File: src/rtl/range_gen_pkg.sv
// Shared types and defaults for the streaming range generator.
package range_gen_pkg;

  localparam int unsigned DefWidth = 32;

  typedef enum logic [1:0] {
    StIdle,
    StEmit,
    StEmit2,
    StDone
  } state_e;

endpackage

File: src/rtl/range_counter.sv
// Holds the running element plus the sampled limit/step, and reports whether the
// current and the next element still fall inside the range without wrapping.
module range_counter
  import range_gen_pkg::*;
#(
  parameter int unsigned WIDTH = DefWidth
) (
  input  logic                    i_clk,
  input  logic                    i_rst,
  input  logic                    i_load,
  input  logic                    i_advance,
  input  logic signed [WIDTH-1:0] i_base,
  input  logic signed [WIDTH-1:0] i_limit,
  input  logic signed [WIDTH-1:0] i_step,
  output logic signed [WIDTH-1:0] o_cur,
  output logic signed [WIDTH-1:0] o_next,
  output logic                    o_in_range,
  output logic                    o_next_in_range
);

  localparam logic signed [WIDTH:0] MaxVal = {2'b00, {(WIDTH-1){1'b1}}};

  logic signed [WIDTH-1:0] r_i;
  logic signed [WIDTH-1:0] r_limit;
  logic signed [WIDTH-1:0] r_step;

  logic signed [WIDTH:0] w_sum;
  logic signed [WIDTH:0] w_limit_ext;
  logic                  w_step_pos;
  logic                  w_ovf;

  always_ff @(posedge i_clk or posedge i_rst) begin
    if (i_rst) begin
      r_i     <= '0;
      r_limit <= '0;
      r_step  <= '0;
    end else if (i_load) begin
      r_i     <= i_base;
      r_limit <= i_limit;
      r_step  <= i_step;
    end else if (i_advance) begin
      r_i <= w_sum[WIDTH-1:0];
    end
  end

  // The sum is one bit wider so a step past the positive maximum ends the range.
  assign w_sum       = {r_i[WIDTH-1], r_i} + {r_step[WIDTH-1], r_step};
  assign w_limit_ext = {r_limit[WIDTH-1], r_limit};
  assign w_step_pos  = !r_step[WIDTH-1] && (r_step != '0);
  assign w_ovf       = w_sum > MaxVal;

  assign o_cur           = r_i;
  assign o_next          = w_sum[WIDTH-1:0];
  assign o_in_range      = w_step_pos && (r_i < r_limit);
  assign o_next_in_range = w_step_pos && !w_ovf && (w_sum < w_limit_ext);

endmodule

File: src/rtl/dup_range_gen.sv
// Streaming range(base, limit, step) source; DUP selects one beat per value on both
// outputs or two consecutive beats per value on _0.
module dup_range_gen
  import range_gen_pkg::*;
#(
  parameter int unsigned WIDTH = DefWidth,
  parameter bit          DUP   = 1'b0
) (
  input  logic                    _clock,
  input  logic                    _reset,
  input  logic                    _start,
  input  logic                    _ready,
  input  logic signed [WIDTH-1:0] base,
  input  logic signed [WIDTH-1:0] limit,
  input  logic signed [WIDTH-1:0] step,
  output logic                    _done,
  output logic                    _valid,
  output logic signed [WIDTH-1:0] _0,
  output logic signed [WIDTH-1:0] _1
);

  state_e                  r_state;
  logic                    r_valid;
  logic                    r_done;
  logic signed [WIDTH-1:0] r_out;

  logic                    w_accept;
  logic                    w_advance;
  logic signed [WIDTH-1:0] w_cur;
  logic signed [WIDTH-1:0] w_next;
  logic                    w_in_range;
  logic                    w_next_in_range;

  assign w_accept  = r_valid && _ready && !_start;
  assign w_advance = w_accept &&
                     (((r_state == StEmit) && !DUP) || (r_state == StEmit2));

  range_counter #(
    .WIDTH(WIDTH)
  ) u_counter (
    .i_clk          (_clock),
    .i_rst          (_reset),
    .i_load         (_start),
    .i_advance      (w_advance),
    .i_base         (base),
    .i_limit        (limit),
    .i_step         (step),
    .o_cur          (w_cur),
    .o_next         (w_next),
    .o_in_range     (w_in_range),
    .o_next_in_range(w_next_in_range)
  );

  always_ff @(posedge _clock or posedge _reset) begin
    if (_reset) begin
      r_state <= StIdle;
      r_valid <= 1'b0;
      r_done  <= 1'b0;
      r_out   <= '0;
    end else if (_start) begin
      r_state <= StEmit;
      r_valid <= 1'b0;
      r_done  <= 1'b0;
    end else begin
      unique case (r_state)
        StIdle: ;
        StEmit: begin
          // r_valid low here means the freshly loaded element has not been examined yet.
          if (!r_valid) begin
            if (w_in_range) begin
              r_valid <= 1'b1;
              r_out   <= w_cur;
            end else begin
              r_state <= StDone;
              r_done  <= 1'b1;
            end
          end else if (_ready) begin
            if (DUP) begin
              r_state <= StEmit2;
            end else if (w_next_in_range) begin
              r_out <= w_next;
            end else begin
              r_state <= StDone;
              r_valid <= 1'b0;
              r_done  <= 1'b1;
            end
          end
        end
        StEmit2: begin
          if (_ready) begin
            if (w_next_in_range) begin
              r_state <= StEmit;
              r_out   <= w_next;
            end else begin
              r_state <= StDone;
              r_valid <= 1'b0;
              r_done  <= 1'b1;
            end
          end
        end
        StDone: ;
        default: r_state <= StIdle;
      endcase
    end
  end

  assign _done  = r_done;
  assign _valid = r_valid;
  assign _0     = r_out;
  assign _1     = DUP ? '0 : r_out;

endmodule

File: config.mk
export PLATFORM = sky130hd
export DESIGN_NAME = dup_range_gen
export DESIGN_NICKNAME = d
export VERILOG_FILES = /design/src/rtl/range_gen_pkg.sv /design/src/rtl/range_counter.sv /design/src/rtl/dup_range_gen.sv
export SDC_FILE = /design/constraint.sdc
export NUM_CORES = 1
export LEC_CHECK = 0
export CORE_MARGIN = 10
export CORE_UTILIZATION = 58
export CTS_CLUSTER_DIAMETER = 200
export DETAILED_ROUTE_END_ITERATION = 12
export PLACE_DENSITY = 0.92
export RECOVER_POWER = 25
export SLEW_MARGIN = 10
export SYNTH_ARGS = -nofsm -noshare
export SYNTH_HDL_FRONTEND = slang
export SYNTH_HIERARCHICAL = 1
export SYNTH_SLANG_ARGS = --single-unit
File: constraint.sdc
create_clock -name _clock -period 9.8 [get_ports _clock]
set_input_delay 1.47 -clock _clock [delete_from_list [all_inputs] [get_ports _clock]]
set_output_delay 1.47 -clock _clock [all_outputs]
set_load 0.02 [all_outputs]
# --- After elaboration in Yosys (flattened, before gate mapping) ---
# Index checks and enable logic that the tools add are counted.
word_totals:
  out_inout_bits: 66
  rom_bits: 0
  ramBits: 0
  reg_bits: 132
  latch_bits: 0
  mem_count: 0
classes:
  div_mod_pow: 0
  order_cmp: 3
  muxes: 29
  n_eq_ne: 8
  n_bitwise: 1
  add_sub_neg: 1
  mul: 0
  n_shift: 0
  n_reduce_logical: 19
op_table:
  columns: ["op", "n"]
  rows:
  - ["32-bit two-way mux", 6]
  - ["32-bit case mux with 2 select lines", 1]
  - ["32-bit by 32-bit adder with 33-bit output", 1]
  - ["33-bit by 32-bit greater-than comparator with 1-bit output, second input constant", 1]
  - ["33-bit by 32-bit < comparator with 1-bit output", 1]
  - ["32-bit < comparator", 1]
  - ["32-bit nonzero test", 1]
  - ["2-bit two-way mux", 7]
  - ["1-bit two-way mux", 12]
  - ["4-bit inequality test, second input constant", 3]
  - ["1-bit logical AND", 7]
  - ["3-bit inequality test, second input constant", 2]
  - ["3-bit AND reduction", 2]
  - ["5-bit AND reduction", 1]
  - ["1-bit case mux with 2 select lines", 2]
  - ["2-bit case mux with 2 select lines", 1]
  - ["2-bit nonzero test", 2]
  - ["1-bit zero test", 3]
  - ["3-bit by 2-bit inequality test with 1-bit output, second input constant", 1]
  - ["3-bit nonzero test", 1]
  - ["2-bit by 1-bit == test with 1-bit output, second input constant", 1]
  - ["2-bit == test, second input constant", 1]
  - ["2-bit AND reduction", 1]
  - ["1-bit logical OR", 1]
  - ["1-bit NOT", 1]

# --- Depth between registers and ports, before layout ---
depth:
  depth_word: 10
  mapped_depth: 24

# --- Modules after synthesis ---
# The synthesis kept the hierarchy.
modules_own_cells:
  columns: ["mod", "area_per_inst_um2", "n_inst", "cells_per_inst", "seq_area_each_um2"]
  rows:
  - ["range_counter", 6815.3, 1, 720, 2402.3]
  - ["dup_range_gen", 2139.6, 1, 179, 900.9]

# --- Least setup slack after synthesis ---
# Ideal clock, no wire load.
synth_timing:
  path_kind: "flip-flop to flip-flop"
  from: "register u_counter.r_i[0] (netlist: u_counter/o_cur[0])"
  to: "register r_state[1]"
  setup_ns: 0.128
  stages_incl_launch_ff: 24
  path_buffers: 0
  arrival_ns: 4.785
  setup_slack_ns: 4.888
  period_less_slack_ns: 4.912
  path_cell_list: "dfrtp_1 > ha_1 > inv_1 > fa_1 > and2b_1 > o211ai_1 > a21boi_2 > o21ai_2 > o41ai_4 > a221oi_1 > xnor2_1 > ha_1 > a21o_1 > a21o_1 > a21oi_1 > nor2b_1 > o21ai_0 > nand2b_1 > a211oi_1 > o21bai_1 > a221oi_1 > a22oi_1 > o311a_1 > mux2_1"
synth_via:
  elab_chain_len: 9
synth_lines:
  columns: ["item", "line", "rtl"]
  rows:
  - ["start: declaration", "range_counter.sv:23", "logic signed [WIDTH-1:0] r_i;"]
  - ["start signal: assignment", "range_counter.sv:38", "r_i <= i_base;"]
  - ["start signal: assignment", "range_counter.sv:42", "r_i <= w_sum[WIDTH-1:0];"]
  - ["32-bit by 32-bit adder with 33-bit output *", "range_counter.sv:47", "assign w_sum = {r_i[WIDTH-1], r_i} + {r_step[WIDTH-1], r_step};"]
  - ["named net w_next[26]", "dup_range_gen.sv:30", "logic signed [WIDTH-1:0] w_next;"]
  - ["33-bit by 32-bit greater-than comparator with 1-bit output", "range_counter.sv:50", "assign w_ovf = w_sum > MaxVal;"]
  - ["1-bit zero test", "range_counter.sv:55", "assign o_next_in_range = w_step_pos && !w_ovf && (w_sum < w_limit_ext);"]
  - ["1-bit logical AND", "range_counter.sv:55", null]
  - ["1-bit logical AND *", "range_counter.sv:55", null]
  - ["named net w_next_in_range", "dup_range_gen.sv:32", "logic w_next_in_range;"]
  - ["2-bit two-way mux", "dup_range_gen.sv:91", "if (w_next_in_range) begin"]
  - ["2-bit two-way mux", "dup_range_gen.sv:90", "if (_ready) begin"]
  - ["2-bit case mux with 2 select lines", "dup_range_gen.sv:65", "unique case (r_state)"]
  - ["2-bit two-way mux", "dup_range_gen.sv:60", "end else if (_start) begin"]
  - ["end signal: assignment", "dup_range_gen.sv:61", "r_state <= StEmit;"]
  - ["end signal: assignment", "dup_range_gen.sv:92", "r_state <= StEmit;"]
  - ["end signal: assignment", "dup_range_gen.sv:95", "r_state <= StDone;"]
  - ["end: declaration", "dup_range_gen.sv:22", "state_e r_state;"]
# Mark *: on every way through the listed nets, which the timed path passes. The rest lies on a longest branch. The select of a mux whose other input is x is not followed.
# A chain may end at the register's enable or synchronous reset.

# --- Final worst setup path ---
layout_timing:
  from: "register u_counter.r_i[0] (netlist: u_counter/o_cur[0])"
  to: "register r_out[8] (netlist: _0[8])"
layout_via:
  elab_chain_len: 9
layout_lines:
  columns: ["item", "line", "rtl"]
  rows:
  - ["32-bit by 32-bit adder with 33-bit output *", "range_counter.sv:47", null]
  - ["named net w_next[26]", "dup_range_gen.sv:30", null]
  - ["33-bit by 32-bit greater-than comparator with 1-bit output", "range_counter.sv:50", null]
  - ["1-bit zero test", "range_counter.sv:55", null]
  - ["1-bit logical AND", "range_counter.sv:55", null]
  - ["1-bit logical AND *", "range_counter.sv:55", null]
  - ["named net w_next_in_range", "dup_range_gen.sv:32", null]
  - ["32-bit two-way mux *", "dup_range_gen.sv:80, dup_range_gen.sv:91", null]
  - ["32-bit two-way mux *", "dup_range_gen.sv:77", "end else if (_ready) begin"]
  - ["32-bit two-way mux", "dup_range_gen.sv:69", "if (!r_valid) begin"]
  - ["32-bit case mux with 2 select lines *", "dup_range_gen.sv:65", null]
  - ["end signal: assignment", "dup_range_gen.sv:72", "r_out <= w_cur;"]
  - ["end signal: assignment", "dup_range_gen.sv:81", "r_out <= w_next;"]
  - ["end signal: assignment", "dup_range_gen.sv:93", "r_out <= w_next;"]
  - ["end: declaration", "dup_range_gen.sv:25", "logic signed [WIDTH-1:0] r_out;"]
# Mark *: on every way through the listed nets, which the timed path passes. The rest lies on a longest branch.

==> impl_metrics.env <==
export IMPL_status="complete, but fails checks"
export IMPL_violations="capacitance limit, slew limit"
export IMPL_die_w_um=144
export IMPL_cp_num_cells=23
export IMPL_setup_viol=0
export IMPL_ys_ff_latch=132
export IMPL_fin_setup_tns_ns=0
export IMPL_cp_start_kind="flop"
export IMPL_topRoutingLayerUsed="met4"
export IMPL_initial_core_util=0.591
export IMPL_maxCapViolCount=2
export IMPL_finalHoldViolations=0
export IMPL_synth_top_cell_area_share=0.369
export IMPL_m1WireLength_um=10500
export IMPL_async_flop_share=1.00
export IMPL_final_antenna_net_count=0
export IMPL_synthCells=899
export IMPL_finalClockSkew_ns=0.00892
export IMPL_hp_start="_done"
export IMPL_min_to="_done"
export IMPL_drc=0
export IMPL_grtUsageTotal=0.247
export IMPL_cts_hold_buffers=0
export IMPL_synth_common_cells="dfrtp_1 (132), ha_1 (98), nand2_1 (86), o21ai_0 (75), inv_1 (50)"
export IMPL_std_cell_rows=45
export IMPL_max_freq_mhz=163
export IMPL_clock_root_buffer="clkbuf_16"
export IMPL_rsz0062_at_grt="false"
export IMPL_max_stage_delay_ns=0.80
export IMPL_dr_wl_met3_um=2010
export IMPL_ys_warn_count=6
export IMPL_critPathTopFamily="compound AO/OA/AOI/OAI gates"
export IMPL_cts_sink_count=132
export IMPL_nets=1222
export IMPL_via_per_inst=6.15
export IMPL_pin_count=166
export IMPL_first_global_vias=7856
export IMPL_synth_flop_cell="dfrtp_1"
export IMPL_fin_crit_sh=0.627
export IMPL_yosysTopAreaCell="dfrtp_1"
export IMPL_vias=7522
export IMPL_cts_path_max_buffers=2
export IMPL_r2r_setup_slack_ns=3.65
export IMPL_hold_class="flop to flop"
export IMPL_max_slew_margin_rel=-0.981
export IMPL_die_area_mm2=0.0208
export IMPL_antenna_found_initial=0
export IMPL_coreArea_mm2=0.0151
export IMPL_crit_type="flop to flop"
export IMPL_slowest_stage="nand3_2"
export IMPL_htreeDepth=4
export IMPL_power_density_mw_per_mm2=231
export IMPL_dr_wl_met2_um=12200
export IMPL_netlist_area_mm2=0.00895
export IMPL_grt_max_degree=94
export IMPL_setup_worst_path_end_class="flop"
export IMPL_whs_path_depth=2
export IMPL_p_leak_nw=4.89
export IMPL_pre_cts_ws_ns=3.82
export IMPL_synth_cell_types=69
export IMPL_setup_slack_ns=3.65
export IMPL_gp_congestion=0.944
export IMPL_area_growth_pct=23.7
export IMPL_ys_seq_area_frac=0.369
export IMPL_cts_setup_buffers=0
export IMPL_holdWs_ns=0.505
export IMPL_io_buffers=165
export IMPL_tightest_slew_ns=2.97
export IMPL_grt_pass1_wl_um=40700
export IMPL_cts_buffers_inserted=17
export IMPL_routedWlPerCell_um=20.7
export IMPL_crit_path_start="u_counter/o_cur[0]"
export IMPL_grt_overflow=0
export IMPL_path_max_fanout=32
export IMPL_first_pass_iters=5
export IMPL_yosysMostFrequentCell="dfrtp_1"
export IMPL_avgSynthCellArea_um2=9.96
export IMPL_cts_tree="yes"
export IMPL_cp_required_ns=10.08
export IMPL_finalCriticalPeriod_ns=6.15
export IMPL_drtIter0Drc=550
export IMPL_synth_area_top_cells="dfrtp_1 (37%), ha_1 (14%), a2bb2oi_2 (5.0%)"
export IMPL_r2r_cells=23
export IMPL_cts_clk_slew_worst_paths_ns=0.06
export IMPL_drv_slew=110
export IMPL_reg2reg_to="_0[8]"
export IMPL_drive_above_1_share=0.114
export IMPL_antenna_cells=0
export IMPL_path_cells="ha_1 > inv_1 > fa_1 > and2b_1 > o211ai_1 > a21boi_2 > o21ai_2 > o41ai_4 > a221oi_1 > xnor2_1 > ha_1 > a21o_1 > a21o_1 > a21oi_1 > nor2b_1 > o21ai_0 > nand2b_1 > a211oi_1 > o21bai_1 > a221oi_1 > nand3_2 > o22ai_1 > a2bb2oi_2"
export IMPL_path_buf_inv=1
export IMPL_cp_arrival_ns=6.42
export IMPL_synth_edf_count=0
export IMPL_routed_wl_um=25400
export IMPL_clk_latency_ns=0.43
export IMPL_timing_rr_start="u_counter/o_cur[0]"
export IMPL_irDropWorstVdd_mv=0.151
export IMPL_dpl_hpwl_um=18200
export IMPL_syn_nets=1098
export IMPL_die_h_um=144
export IMPL_cts_resized_gates=0
[layout by cell type (no fill, tap or decap), drive strengths merged, types with 11 or more instances in the layout]
master / instances
ha: 98
nor2: 26
o21ai: 78
dfrtp: 132
clkbuf: 22
a21oi: 45
mux2: 34
inv: 49
a2bb2oi: 35
clkdlybuf4s50: 163
nand4: 16
xor2: 11
xnor2: 18
mux2i: 23
o22ai: 32
nand2: 86
a21o: 33
nand2b: 12
[metrics by stage]
step	power [mW]	cells	util	cell area (um2)
2_1_floorplan	1.52	899	-	8950
3_3_place_gp	1.87	1192	0.693	10500
3_5_place_dp	1.90	1192	0.693	10500
4_1_cts	2.55	1224	0.732	11100
5_1_grt	2.68	1224	0.731	11100
6_report	2.55	1224	0.731	11100
[registers in the layout (all words and copies together), names as in the netlist]
register           flops
_0                    32
_done                  1
_valid                 1
r_state                2
u_counter/o_cur       32
u_counter/r_limit     32
u_counter/r_step      32
[worst min-delay path, delay by kind of cell (launching register included)]
| family | cells | cell delay, ns |
|---|---|---|
| flip-flops | 1 | 0.34 |
| AO/OA/AOI/OAI | 1 | 0.05 |
| AND/OR/NAND/NOR | 1 | 0.08 |
[where the power goes]
part / internal, mW / switching [mW] / total (mW)
combinational: 0.558 / 0.593 / 1.15
clock: 0.393 / 0.250 / 0.644
sequential: 0.646 / 0.112 / 0.759
[area by class of cell]
| class | instances | area, um2 |
|---|---|---|
| fill | 1039 | 4070 |
| clock buffer | 20 | 467 |
| inverter | 51 | 193 |
| tap | 188 | 235 |
| sequential | 132 | 3300 |
| multi-input combinational | 648 | 5050 |
| clock inverter | 12 | 130 |
| timing repair buffer | 173 | 1700 |
[routing by layer]
metal	GRT usage	vias to the layer above
li1	-	3502
met1	0.302	3639
met2	0.413	327
met3	0.0643	54
met4	0.0862	0
met5	0	-
[cell families (layout without fill, tap and decap cells)]
| kind of cell | Yosys count | count (layout) | synth area share |
|---|---|---|---|
| AOI/OAI and AO/OA | 279 | 279 | 0.228 |
| and+or+nand+nor | 184 | 184 | 0.0991 |
| DFF | 132 | 132 | 0.369 |
| buffers and inverters | 119 | 256 | 0.0680 |
| adders and majority gates | 99 | 99 | 0.139 |
| muxes | 57 | 57 | 0.0685 |
| xor gates and xnor gates | 29 | 29 | 0.0284 |
[worst max path at each step]
stage            endpoint  slack (ns)
6_report            _0[8]        3.65
5_1_grt             _0[9]        3.15
4_1_cts             _0[8]        3.75
3_5_place_dp       _0[16]        3.82
3_3_place_gp        _0[0]        4.05
2_1_floorplan  r_state[1]        4.89
Power figures use the tool's default switching activity.
